<file path="config.mk">
export PLATFORM = sky130hd
export DESIGN_NAME = exc_ctrl
export DESIGN_NICKNAME = d
export VERILOG_FILES = /design/src/rtl/exc_ctrl.sv
export SDC_FILE = /design/constraint.sdc
export NUM_CORES = 1
export LEC_CHECK = 0
export CELL_PAD_IN_SITES_DETAIL_PLACEMENT = 0
export CELL_PAD_IN_SITES_GLOBAL_PLACEMENT = 1
export CORE_ASPECT_RATIO = 0.5
export CORE_MARGIN = 8
export CORE_UTILIZATION = 30
export DETAILED_ROUTE_END_ITERATION = 10
export DONT_BUFFER_PORTS = 1
export GPL_TIMING_DRIVEN = 0
export PLACE_DENSITY_LB_ADDON = 0.1
export SKIP_LAST_GASP = 1
export SLEW_MARGIN = 20
export SYNTH_ARGS = -nofsm -noshare
export SYNTH_HDL_FRONTEND = slang
export SYNTH_SLANG_ARGS = --single-unit
</file>
<file path="constraint.sdc">
create_clock -name clk -period 4.8 [get_ports clk]
set_clock_uncertainty 0.2 [all_clocks]
set_input_delay 0.48 -clock clk [delete_from_list [all_inputs] [get_ports clk]]
set_output_delay 0.48 -clock clk [all_outputs]
set_load 0.02 [all_outputs]
</file>
<file path="src/rtl/exc_ctrl.sv">
`timescale 1ns/1ps
// -----------------------------------------------------------------------------
// exc_ctrl
// Exception / interrupt / ERET redirect controller at the write-back stage.
// An accepted event produces a one-cycle pipeline flush and a redirect PC.
// The redirect is held until fetch accepts it, then the controller returns
// to IDLE and can accept the next event.
//
// Ports:
//   clk            in   clock, all state on rising edge
//   resetn         in   asynchronous active-low reset
//   ws_valid       in   valid instruction in WB
//   ws_ex          in   WB instruction has a synchronous exception
//   ws_eret        in   WB instruction is ERET
//   cp0_epc        in   [31:0] CP0 EPC
//   cp0_status     in   [31:0] CP0 Status (IE bit0, EXL bit1, IM 15:8)
//   cp0_cause      in   [31:0] CP0 Cause (IP 15:8)
//   fs_allowin     in   fetch accepts the redirect this cycle
//   int_take       out  combinational: record an interrupt on the WB instr
//   flush          out  registered one-cycle flush pulse
//   redirect_valid out  registered redirect request
//   redirect_pc    out  [31:0] registered redirect target
//   busy           out  controller is in REDIR
//   ex_cnt         out  [7:0] saturating count of taken exceptions/interrupts
// -----------------------------------------------------------------------------
module exc_ctrl #(
  parameter logic [31:0] EX_ENTRY = 32'hbfc00380
) (
  input  logic        clk,
  input  logic        resetn,
  input  logic        ws_valid,
  input  logic        ws_ex,
  input  logic        ws_eret,
  input  logic [31:0] cp0_epc,
  input  logic [31:0] cp0_status,
  input  logic [31:0] cp0_cause,
  input  logic        fs_allowin,
  output logic        int_take,
  output logic        flush,
  output logic        redirect_valid,
  output logic [31:0] redirect_pc,
  output logic        busy,
  output logic [7:0]  ex_cnt
);

  typedef enum logic [0:0] {
    S_IDLE  = 1'b0,
    S_REDIR = 1'b1
  } state_t;

  state_t      r_state;
  state_t      w_state_nxt;

  logic        r_flush;
  logic        r_redirect_valid;
  logic [31:0] r_redirect_pc;
  logic [7:0]  r_ex_cnt;

  logic        w_flush_nxt;
  logic        w_redirect_valid_nxt;
  logic [31:0] w_redirect_pc_nxt;
  logic [7:0]  w_ex_cnt_nxt;

  logic        w_idle;
  logic        w_int_pend;
  logic        w_int_take;
  logic        w_exc;
  logic        w_eret;
  logic        w_unused_bits;

  // Interrupt pending: globally enabled, not already in exception level,
  // and at least one unmasked pending line.
  function automatic logic f_int_pend(input logic ie, input logic exl,
                                      input logic [7:0] im, input logic [7:0] ip);
    return ie & ~exl & (|(im & ip));
  endfunction

  assign w_unused_bits = ^{cp0_status[31:16], cp0_status[7:2],
                           cp0_cause[31:16], cp0_cause[7:0]};

  assign w_idle     = (r_state == S_IDLE);
  assign w_int_pend = f_int_pend(cp0_status[0], cp0_status[1],
                                 cp0_status[15:8], cp0_cause[15:8]);
  // An interrupt is only attached to a real instruction that is not already
  // faulting; a faulting instruction reports its own exception instead.
  assign w_int_take = w_int_pend & ws_valid & ~ws_ex & w_idle;
  assign w_exc      = w_idle & (ws_ex | w_int_take);
  assign w_eret     = w_idle & ws_eret & ~ws_ex & ~w_int_take;

  // State register
  always_ff @(posedge clk or negedge resetn) begin
    if (!resetn) begin
      r_state <= S_IDLE;
    end else begin
      r_state <= w_state_nxt;
    end
  end

  // Next-state logic
  always_comb begin
    w_state_nxt = r_state;
    case (r_state)
      S_IDLE: begin
        if (w_exc || w_eret) begin
          w_state_nxt = S_REDIR;
        end else begin
          w_state_nxt = S_IDLE;
        end
      end
      S_REDIR: begin
        if (fs_allowin) begin
          w_state_nxt = S_IDLE;
        end else begin
          w_state_nxt = S_REDIR;
        end
      end
      default: w_state_nxt = S_IDLE;
    endcase
  end

  // Next values of the registered outputs
  always_comb begin
    w_flush_nxt          = 1'b0;
    w_redirect_valid_nxt = 1'b0;
    w_redirect_pc_nxt    = r_redirect_pc;
    w_ex_cnt_nxt         = r_ex_cnt;
    case (r_state)
      S_IDLE: begin
        if (w_exc) begin
          w_flush_nxt          = 1'b1;
          w_redirect_valid_nxt = 1'b1;
          w_redirect_pc_nxt    = EX_ENTRY;
          if (r_ex_cnt != 8'hff) begin
            w_ex_cnt_nxt = r_ex_cnt + 8'h01;
          end else begin
            w_ex_cnt_nxt = r_ex_cnt;
          end
        end else if (w_eret) begin
          w_flush_nxt          = 1'b1;
          w_redirect_valid_nxt = 1'b1;
          w_redirect_pc_nxt    = cp0_epc;
        end else begin
          w_flush_nxt          = 1'b0;
          w_redirect_valid_nxt = 1'b0;
        end
      end
      S_REDIR: begin
        // Flush already went out on entry; only the request is held.
        w_flush_nxt          = 1'b0;
        w_redirect_valid_nxt = ~fs_allowin;
      end
      default: begin
        w_flush_nxt          = 1'b0;
        w_redirect_valid_nxt = 1'b0;
      end
    endcase
  end

  // Output registers
  always_ff @(posedge clk or negedge resetn) begin
    if (!resetn) begin
      r_flush          <= 1'b0;
      r_redirect_valid <= 1'b0;
      r_redirect_pc    <= 32'h0000_0000;
      r_ex_cnt         <= 8'h00;
    end else begin
      r_flush          <= w_flush_nxt;
      r_redirect_valid <= w_redirect_valid_nxt;
      r_redirect_pc    <= w_redirect_pc_nxt;
      r_ex_cnt         <= w_ex_cnt_nxt;
    end
  end

  assign int_take       = w_int_take;
  assign flush          = r_flush;
  assign redirect_valid = r_redirect_valid;
  assign redirect_pc    = r_redirect_pc;
  assign busy           = (r_state == S_REDIR);
  assign ex_cnt         = r_ex_cnt;

endmodule

</file>
==> results.md <==
## Worst setup path
- Largest stage delay, worst path: 530 ps
- Worst setup SP type: register
- Required @ worst endpoint: 4120 ps
- nature of the critical path endpoint: output pin
- critical path's slowest cell: sky130_fd_sc_hd__dfrtp_1
- arrival time at the worst endpoint: 1770 ps
- ordered list of cells on the worst path: nor2_1 -> nand3_1 -> a31o_2 -> buf_6 -> nor2_1
- cell mode on critical path: sky130_fd_sc_hd__nor2_1
- worst-path maximum fanout: 10
- critical path start-end classification: register to output pin

## STA
- hold violation count in the final report: 0
- final worst path period need: 2450 ps
- transition time at the pin with the least slew margin: 489 ps
- Sum Neg Setup Slack: 0 ps
- max_slew headroom: 67.3%
- Setup Viol. Count Final: 0
- Tcrit/Tclk final: 51.0%
- fmax: 0.408 GHz
- worst setup margin: 2350 ps
- final count of pins violating max slew: 0
- worst hold slack across all endpoints: 122 ps
- setup repair after global routing missed its margin: no

## Power and ir drop
- worst voltage drop across the vdd grid: 230 uV
- power per cell area: 531 nW/um2
- leakage power total: 0.827 nW

## Synthesis
- per-instance average area after synthesis: 13.4 um2
- number of warning messages in the yosys log: 0
- Distinct cells, synth: 28
- cell type contributing the most total cell area after synthesis: sky130_fd_sc_hd__dfrtp_1
- portion of synthesized cell area occupied by the leading cell type: 61.9%
- share of synthesized area occupied by flip-flops and latches: 61.9%
- flip-flop and latch count after synthesis: 42
- number of nets produced by synthesis: 230
- Post-Synthesis Cells: 127
- cell types with the largest area share after synthesis: sky130_fd_sc_hd__dfrtp_1 62%, sky130_fd_sc_hd__a22o_1 11%, sky130_fd_sc_hd__o22a_1 5.7%
- Syn Std Cell Area: 1700 um2

## Route
- Starting DRT DRC Count: 58
- post-route ant nets: 0
- Post-route DRC: 0
- per-cell routed wire length: 20.9 um
- met1 wire length: 1.80 mm
- total number of vias: 1,134
- total routed wirelength: 4.40 mm
- Pre-Repair DR Iteration Count: 4
- uppermost metal layer occupied by signal nets: met4
- Vias per Instance: 5.40
- met2 routed wirelength: 2.16 mm
- Met3 Wirelength: 359 um

## Floorplanning
- Die Height: 69.2 um
- initial cell density of the core: 31.1%
- Die X: 122 um
- I/O pin count: 146
- row count: 19
- Die Footprint: 8470 um2
- core region area: 5470 um2

## Flow run
- max-cap check violation count: 0

## Layout
- relative area change from synthesis to final layout: 15.8%
- net count reported at finish: 239
- post-route design area: 1970 um2
- layout cells sized above 1: 13.9%
- count of antenna diodes in the layout: 0
- Final Instance Count excl. Fillers: 210

## CTS
- Reg clk slew, reported paths: 60 ps
- clock buffers created by TritonCTS: 5
- maximum count of clock buffers along a single path: 2
- CTS root buffer: sky130_fd_sc_hd__clkbuf_16
- H-Tree Depth: 2
- clock latency of the later-clocked register in the worst-skew pair: 280 ps
- TritonCTS clock tree: yes
- count of clock tree sinks: 42

## Placement
- GPL Wtd Cong: 0.710
- pre-CTS setup slack: 2560 ps
- placed cell count: 200
- number of port buffers: 0
- Area after DPL: 1790 um2
- Detailed Place HPWL: 3.27 mm

## GRT
- maximum number of pins on one net before global-route repair: 43
- initial antenna violation count: 0
- vias in the first global route: 1,233
- wire length of the first global-routing pass: 6.90 mm
- total routing resource utilization after global routing: 10.5%
- total congestion overflow: 0

## Min path
- Hold Crit Class: primary input to register

## Run status
- outcome: finished, final reports clean

-- final timing paths --
path | startpoint | end | slack (ps) | depth (start not counted)
worst max-delay path | redirect_valid | int_take | 2350 | 5
worst min-delay path | cp0_epc[23] | redirect_pc[23] | 120 | 1
worst max register to register | redirect_valid | ex_cnt[6] | 2580 | 6
worst min register to register | redirect_pc[30] | redirect_pc[30] | 460 | 1
max in group asynchronous | resetn | redirect_pc[24] | 3730 | 2
min in group asynchronous | resetn | redirect_pc[30] | 460 | 2
-- synth_stat cells (all sizes together) --
cell type,count
a22oi,2
nor3b,1
clkbuf,2
nand4,1
buf,6
a21o,1
a221oi,1
ha,1
nand2b,3
o22a,11
mux2,2
a211oi,3
o32a,1
nand2,4
nand3b,1
nand3,5
a22o,21
a31o,1
xor2,6
nor2,4
inv,3
dfrtp,42
o31a,1
a21oi,1
a2111oi,3
-- cell families after synthesis --
| kind of cell | synth area share, % |
|---|---|
| AOI/OAI and AO/OA | 23.9 |
| xor gates and xnor gates | 3.10 |
| adders and majority gates | 0.737 |
| buffers and inverters | 3.39 |
| DFF | 61.9 |
| muxes | 1.33 |
| and+or+nand+nor | 5.60 |
-- sequential cells by signal, summed over array words and instances, names as in the netlist --
signal,flops
redirect_valid,1
redirect_pc,32
flush,1
ex_cnt,8
-- metal layers --
metal / vias to the layer above / global-route usage, %
met5: - / 0
li1: 501 / -
met1: 578 / 11.8
met3: 8 / 4.39
met2: 47 / 17.0
met4: 0 / 4.83
-- where the power goes --
part / leakage, nW / total (mW) / switching [mW] / internal [mW]
sequential: 0.502 / 0.577 / 0.158 / 0.419
clock: 0.0739 / 0.337 / 0.131 / 0.206
combinational: 0.252 / 0.131 / 0.0647 / 0.0660
-- final cells by class --
| type | count | area, um2 |
|---|---|---|
| plain buffers | 8 | 46.3 |
| clock buffers | 7 | 143 |
| clock inverters | 1 | 5.00 |
| fillers | 544 | 3500 |
| inverters | 3 | 11.3 |
| multi-input cells | 74 | 589 |
| flip-flops and latches | 42 | 1050 |
| well taps | 73 | 91.3 |
| repair buffers | 2 | 30.0 |
-- placed cells by master (no fill, tap or decap), drive strengths merged --
| cell type | instances |
|---|---|
| a22o | 21 |
| nand2b | 3 |
| a221oi | 1 |
| clkinv | 1 |
| clkbuf | 9 |
| nand2 | 4 |
| mux2 | 2 |
| xor2 | 6 |
| nand4 | 1 |
| a31o | 1 |
| a2111oi | 3 |
| buf | 7 |
| dlygate4sd3 | 1 |
| inv | 3 |
| nand3 | 5 |
| o31a | 1 |
| nor2 | 4 |
| a21oi | 1 |
| ha | 1 |
| dfrtp | 42 |
| a22oi | 2 |
| a211oi | 3 |
| a21o | 1 |
| o32a | 1 |
| nor3b | 1 |
| o22a | 11 |
| nand3b | 1 |
-- repair_timing --
item	CTS	global route
gates resized for setup	0	0
hold buffers	2	0
hold endpoints to repair	42	0
buffers inserted	0	0
-- critical path, delay by kind of cell, from the launching register on --
kind / cells / cell delay, ps
AOI/OAI and AO/OA: 1 / 240
buffers and inverters: 1 / 150
DFF: 1 / 530
and+or+nand+nor: 3 / 570
-- stage by stage --
step | utilization [%] | power [mW]
after floorplan | - | 0.663
after global placement | 32.7 | 0.708
after detailed placement | 32.7 | 0.710
after CTS | 36.0 | 1.06
after global routing | 36.0 | 1.10
final | 36.0 | 1.04
(Power assumes the default switching activity.)
